[config.mk]
export PLATFORM = sky130hd
export DESIGN_NAME = cpu_run_ctrl
export DESIGN_NICKNAME = d
export VERILOG_FILES = /design/src/rtl/cpu_run_ctrl.sv
export SDC_FILE = /design/constraint.sdc
export NUM_CORES = 1
export LEC_CHECK = 0
export CAP_MARGIN = 20
export CORE_ASPECT_RATIO = 0.8
export CORE_MARGIN = 5
export CORE_UTILIZATION = 30
export DETAILED_ROUTE_END_ITERATION = 7
export DONT_BUFFER_PORTS = 1
export PLACE_DENSITY_LB_ADDON = 0.05
export REMOVE_ABC_BUFFERS = 1
export SYNTH_ARGS = -nofsm -noshare
export SYNTH_HDL_FRONTEND = slang
export SYNTH_SLANG_ARGS = --single-unit
[constraint.sdc]
create_clock -name clk -period 2.4 [get_ports clk]
set_clock_uncertainty 0.05 [all_clocks]
set_input_delay 0.48 -clock clk [delete_from_list [all_inputs] [get_ports clk]]
set_output_delay 0.48 -clock clk [all_outputs]
set_load 0.005 [all_outputs]
[src/rtl/cpu_run_ctrl.sv]
// Run/dump sequencer for the pipelined MIPS CPU: launches a program, watches
// for completion or runaway, drains the pipeline and streams data memory out.
module cpu_run_ctrl #(
    parameter int MEM_WORDS      = 512,
    parameter int ADDR_W         = 9,
    parameter int DATA_W         = 32,
    parameter int TIMEOUT_CYCLES = 300,
    parameter int DRAIN_CYCLES   = 4,
    parameter int CNT_W          = 16
) (
    input  logic              clk,
    input  logic              reset,
    input  logic              start,
    input  logic              cpu_finish,
    output logic              cpu_pc_clear,
    output logic              cpu_run,
    output logic [ADDR_W-1:0] mem_rd_addr,
    input  logic [DATA_W-1:0] mem_rd_data,
    output logic              dump_valid,
    input  logic              dump_ready,
    output logic [ADDR_W-1:0] dump_addr,
    output logic [DATA_W-1:0] dump_data,
    output logic [CNT_W-1:0]  cycle_count,
    output logic              done,
    output logic              timeout
);

    localparam int DW = $clog2(DRAIN_CYCLES + 1);

    localparam logic [ADDR_W-1:0] LAST_ADDR = ADDR_W'(MEM_WORDS - 1);
    localparam logic [CNT_W-1:0]  TO_LAST   = CNT_W'(TIMEOUT_CYCLES - 1);
    localparam logic [DW-1:0]     DRN_LOAD  = DW'(DRAIN_CYCLES - 1);

    typedef enum logic [3:0] {
        S_IDLE,
        S_INIT,
        S_RUN,
        S_DRAIN,
        S_RD,
        S_LAT,
        S_PRES,
        S_DONE,
        S_ABORT
    } state_t;

    state_t        state;
    logic          fin_q;
    logic          fin_edge;
    logic [DW-1:0] drain_cnt;

    // fin_q tracks the level every cycle so a flag still high from the
    // previous run cannot look like a fresh completion.
    assign fin_edge = cpu_finish & ~fin_q;

    always_ff @(posedge clk) begin
        if (reset) begin
            state        <= S_IDLE;
            fin_q        <= 1'b0;
            drain_cnt    <= '0;
            cpu_pc_clear <= 1'b0;
            cpu_run      <= 1'b0;
            mem_rd_addr  <= '0;
            dump_valid   <= 1'b0;
            dump_addr    <= '0;
            dump_data    <= '0;
            cycle_count  <= '0;
            done         <= 1'b0;
            timeout      <= 1'b0;
        end else begin
            fin_q <= cpu_finish;
            unique case (state)
                S_IDLE, S_DONE, S_ABORT: begin
                    if (start) begin
                        state        <= S_INIT;
                        cpu_pc_clear <= 1'b1;
                        cycle_count  <= '0;
                        done         <= 1'b0;
                        timeout      <= 1'b0;
                    end
                end
                S_INIT: begin
                    cpu_pc_clear <= 1'b0;
                    cpu_run      <= 1'b1;
                    state        <= S_RUN;
                end
                S_RUN: begin
                    if (cycle_count != '1)
                        cycle_count <= cycle_count + CNT_W'(1);
                    if (fin_edge) begin
                        state     <= S_DRAIN;
                        cpu_run   <= 1'b0;
                        drain_cnt <= DRN_LOAD;
                    end else if (cycle_count == TO_LAST) begin
                        state   <= S_ABORT;
                        cpu_run <= 1'b0;
                        timeout <= 1'b1;
                    end
                end
                S_DRAIN: begin
                    if (drain_cnt == '0) begin
                        state       <= S_RD;
                        mem_rd_addr <= '0;
                    end else begin
                        drain_cnt <= drain_cnt - DW'(1);
                    end
                end
                S_RD: begin
                    state <= S_LAT;
                end
                // Read data for mem_rd_addr arrives in this cycle.
                S_LAT: begin
                    dump_data  <= mem_rd_data;
                    dump_addr  <= mem_rd_addr;
                    dump_valid <= 1'b1;
                    state      <= S_PRES;
                end
                S_PRES: begin
                    if (dump_ready) begin
                        dump_valid <= 1'b0;
                        if (mem_rd_addr == LAST_ADDR) begin
                            state       <= S_DONE;
                            done        <= 1'b1;
                            mem_rd_addr <= '0;
                        end else begin
                            state       <= S_RD;
                            mem_rd_addr <= mem_rd_addr + ADDR_W'(1);
                        end
                    end
                end
                default: begin
                    state <= S_IDLE;
                end
            endcase
        end
    end

endmodule

After elaboration in Yosys (flattened, before gate mapping)
Index checks and enable logic that the tools add are counted.
- add/sub/neg operators: 3
- equality and inequality tests: 21
- mux-type cells: 31
- bitwise gates (word level): 2
- reductions and logical operators: 19
- operators with widths (cell ; count):
    $mux W16 ; 2
    $pmux W16 S2 ; 1
    $pmux W4 S7 ; 1
    $mux W9 ; 3
    $mux W4 ; 5
    $ne A2 B2 Y1 const B ; 9
    $pmux W9 S2 ; 1
    $add A16 B1 Y16 const B ; 1
    $eq A16 B9 Y1 const B ; 1
    $eq A4 B3 Y1 const B ; 4
    $ne A16 B16 Y1 const B ; 1
    $reduce_bool A2 Y1 ; 7
    $reduce_and A4 Y1 ; 3
    $pmux W1 S2 ; 5
    $add A9 B1 Y9 const B ; 1
    $eq A9 B9 Y1 const B ; 1
    $mux W1 ; 9
    $reduce_and A3 Y1 ; 3
    $eq A4 B2 Y1 const B ; 2
    $mux W3 ; 2
    $pmux W3 S2 ; 1
    $reduce_and A2 Y1 ; 3
    $eq A4 B1 Y1 const B ; 1
    $eq A4 B4 Y1 const B ; 1
    8 further kinds ; 8
- flip-flop bits (word level): 79
- input port bits: 37
- output and inout port bits: 71
- word-level logic and storage cells: 88

Depth between registers and ports, before layout
- depth in word-level cells: 4
- mapped depth: 10
- gate-level depth less buffers: 9

Least setup slack after synthesis
Ideal clock, no wire load.
- kind: reg2reg
- start: register mem_rd_addr[0]
- end: register mem_rd_addr[7]
- library setup time: 0.091 ns
- arrival time: 1.894 ns
- data required time: 2.259 ns
- path slack: 0.365 ns
- stages on the path, launching flop included: 11
- buffers on the path: 1
- clock period less this slack: 2.035 ns
- cell sequence: dfxtp_1 > ha_1 > and3_1 > nand3_1 > nor2_1 > ha_1 > nand4bb_1 > clkbuf_1 > nor3_1 > nor2_1 > a311oi_1
- word-level cells in the longest chain between the ends: 4
- elaborated cells on any way between the ends: 5
- those cells by class: add/sub (1); eq/ne (1); mux (3)
- ends and longest elaborated chain (what ; line ; text):
    start: declaration ; 17 ; output logic [ADDR_W-1:0] mem_rd_addr,
    start signal: assignment ; 126 ; mem_rd_addr <= mem_rd_addr + ADDR_W'(1);
    $add A9 B1 Y9 or $eq A9 B9 Y1 (tied branches) ; 126, 120 ;
    $mux W9 * ; 120 ; if (mem_rd_addr == LAST_ADDR) begin
    $mux W9 * ; 118 ; if (dump_ready) begin
    $pmux W9 S2 * ; 71 ; unique case (state)
Mark *: on every way between the ends. The rest lies on a longest branch, timed or not. The select of a mux whose other input is x is not followed.
A chain may end at the register's enable or synchronous reset.

Worst setup path in the final report
Same ends and word-level chain as after synthesis.

==> flow_metrics.py <==
metrics = {
    "die": {
        "die_w_um": 130,
        "io_pins": 108,
        "dieArea_mm2": 0.0137,
        "core_mm2": 0.0113,
        "initial_core_util": 0.303,
        "die_h_um": 106,
        "rows": 35,
    },
    "yosys": {
        "ys.flop_type": "dfxtp_1",
        "netlist_area_mm2": 0.00344,
        "ys_ff_latch": 79,
        "ys_seq_area_frac": 0.460,
        "synth_area_per_cell_um2": 7.86,
        "synthXorXnorAreaFrac": 0.00765,
        "synthSimpleGateAreaFrac": 0.277,
        "synth_edf_count": 0,
        "syn-instance-count": 437,
        "async_reset_ff_frac": 0,
        "synth_compound_area_frac": 0.193,
        "synthAdderAreaFrac": 0.0182,
        "ys_warn_count": 0,
        "synth_top_family_by_area": "simple AND/OR/NAND/NOR gates",
        "synthMuxAreaShare": 0.00291,
        "yosysUniqueCellTypes": 52,
    },
    "drt": {
        "met3WireLength_um": 819,
        "via_per_inst": 5.22,
        "wl_met1_um": 4680,
        "wl_met2_um": 4250,
        "finalWirelength_um": 9850,
        "first_pass_iters": 4,
        "drcViolationCount": 0,
        "antenna_left": 0,
        "drtIter0Drc": 187,
        "post_drt_wl_per_cell_um": 16.6,
        "vias": 3090,
        "highest_layer": "met4",
    },
    "layout": {
        "diodes": 0,
        "final_common_cell": "nand2_1",
        "layout_common_cells": "nand2_1, dfxtp_1, a21oi_1, nor2_1, buf_4",
        "drive_gt1_frac": 0.0833,
        "area_delta_synth_final_pct": 14.3,
        "fin_nets": 482,
        "fillers": 1218,
    },
    "setup_path": {
        "worstReg2RegStart": "mem_rd_addr[0]",
        "cp_data_required_time_ps": 2590,
        "startpoint_type": "flop",
        "ff2ff_setup_slack_ps": 270,
        "crit_fanout": 7,
        "cp_data_arrival_time_ps": 2320,
        "endpoint_kind": "flop",
        "timing.rr.end": "mem_rd_addr[7]",
        "worstRegToRegCells": 8,
        "crit_type": "flop to flop",
    },
    "cts": {
        "clk_latency_ps": 330,
        "numCtsBuffers": 9,
        "cts_tree": "yes",
        "cts_setup_buffers": 0,
        "hold_buffers": 0,
        "cts_max_level": 3,
        "cts_sinks": 79,
        "postCtsResizedCells": 0,
        "cts_buffer_depth": 2,
        "clk_pin_slew_ps": 60,
        "root_buffer": "clkbuf_16",
    },
    "grt": {
        "grt_usage": 0.143,
        "grt.overflow.total": 0,
        "grt_max_degree": 79,
        "first_global_vias": 2883,
        "antenna_found_initial": 0,
        "grt_pass1_wl_um": 15800,
    },
    "placement": {
        "gp_routability_congestion": 0.781,
        "io_buffers": 0,
        "dp_slack_ps": 242,
        "dpl.hpwl_um": 6760,
    },
    "flow_run": {
        "drv_cap": 0,
    },
    "power_and_ir_drop": {
        "cellLeakagePower_uw": 0.00131,
        "powerDensity_mw_per_mm2": 916,
        "max-vdd-ir-drop_mv": 0.459,
    },
    "sta": {
        "post-route-min-period_ps": 2130,
        "final.period_utilization": 0.889,
        "relSlewSlack": 0.534,
        "clock.fmax_mhz": 469,
        "setup_ws_ps": 266,
        "hold_viol_final": 0,
        "rsz0062_at_grt": "false",
        "worstMarginPinSlew_ps": 697,
        "setup_tns_ps": 0,
        "drv_slew": 0,
        "setup_viol": 0,
    },
    "hold_path": {
        "hold-path-endpoint": "dump_data[6]",
        "holdPathStages": 1,
        "hold_class": "input port to flop",
        "min_from": "reset",
    },
    "run_status": {
        "status": "complete, no violations",
    },
}
==> logic make-up after synthesis <==
family / Yosys count
AOI/OAI and AO/OA: 109
xor gates and xnor gates: 3
adders and majority gates: 5
buffers and inverters: 34
DFF: 79
muxes: 1
and+or+nand+nor: 206
==> synthesized netlist by cell type (all sizes together) (6+ instances only) <==
master  instances  area [um2]
a21oi          60         300
a311oi          8        70.1
buf             9        45.0
clkbuf         16        60.1
dfxtp          79        1580
inv             9        33.8
nand2         102         383
nand3          13        65.1
nand4           6        37.5
nor2           37         139
nor3           18        95.1
o21ai          15        78.8
==> flip-flops by register name, indices dropped and copies added (netlist names) <==
signal / flops
state: 4
drain_cnt: 3
cpu_pc_clear: 1
dump_valid: 1
timeout: 1
fin_q: 1
mem_rd_addr: 9
dump_data: 32
dump_addr: 9
cycle_count: 16
cpu_run: 1
done: 1
==> worst max-delay path, stage by stage, from the launching register on <==
cell and delay [ps]:
dfxtp_1 310, ha_1 220, and3_1 210, nand3_1 130, nor2_1 70, ha_1 220, nor2_1 410, o21ai_0 160
a311oi_1 270
==> layout make-up <==
| class | count | area [um2] | share of cell area |
|---|---|---|---|
| Inverter | 9 | 33.8 | 0.00860 |
| Sequential cell | 79 | 1580 | 0.403 |
| Timing Repair Buffer | 17 | 128 | 0.0325 |
| Tap cell | 148 | 185 | 0.0471 |
| Clock inverter | 4 | 47.5 | 0.0121 |
| Multi-Input combinational cell | 324 | 1720 | 0.438 |
| Clock buffer | 11 | 233 | 0.0592 |
==> where the power goes <==
group          internal (uW)  switching (uW)
sequential              1390            71.8
combinational            302             514
clock                    797             520
total                   2490            1110
==> worst max path at each step <==
stage,from,to,slack [ps],cells after the start
after CTS,mem_rd_addr[0],mem_rd_addr[7],200,8
after floorplan,state[2],dump_addr[0],-790,4
final,mem_rd_addr[0],mem_rd_addr[7],270,8
after global placement,mem_rd_addr[0],mem_rd_addr[7],360,8
after global routing,mem_rd_addr[0],mem_rd_addr[7],70,8
after detailed placement,mem_rd_addr[0],mem_rd_addr[7],240,8
==> metrics by stage <==
step / util / cell area, um2 / hold WS (ps) / cells / total power, uW
4_1_cts: 0.346 / 3930 / 150 / 592 / 3660
3_3_place_gp: 0.322 / 3650 / 401 / 577 / 2320
3_5_place_dp: 0.322 / 3650 / 401 / 577 / 2320
2_1_floorplan: - / 3330 / 382 / 412 / 2000
6_report: 0.346 / 3930 / 166 / 592 / 3600
5_1_grt: 0.346 / 3930 / 151 / 592 / 3810
==> layer usage <==
| layer | up-vias | track usage |
|---|---|---|
| met4 | 0 | 0.0356 |
| met2 | 85 | 0.205 |
| li1 | 1542 | - |
| met5 | - | 0 |
| met3 | 8 | 0.0466 |
| met1 | 1455 | 0.205 |
(Power assumes the default switching activity.)
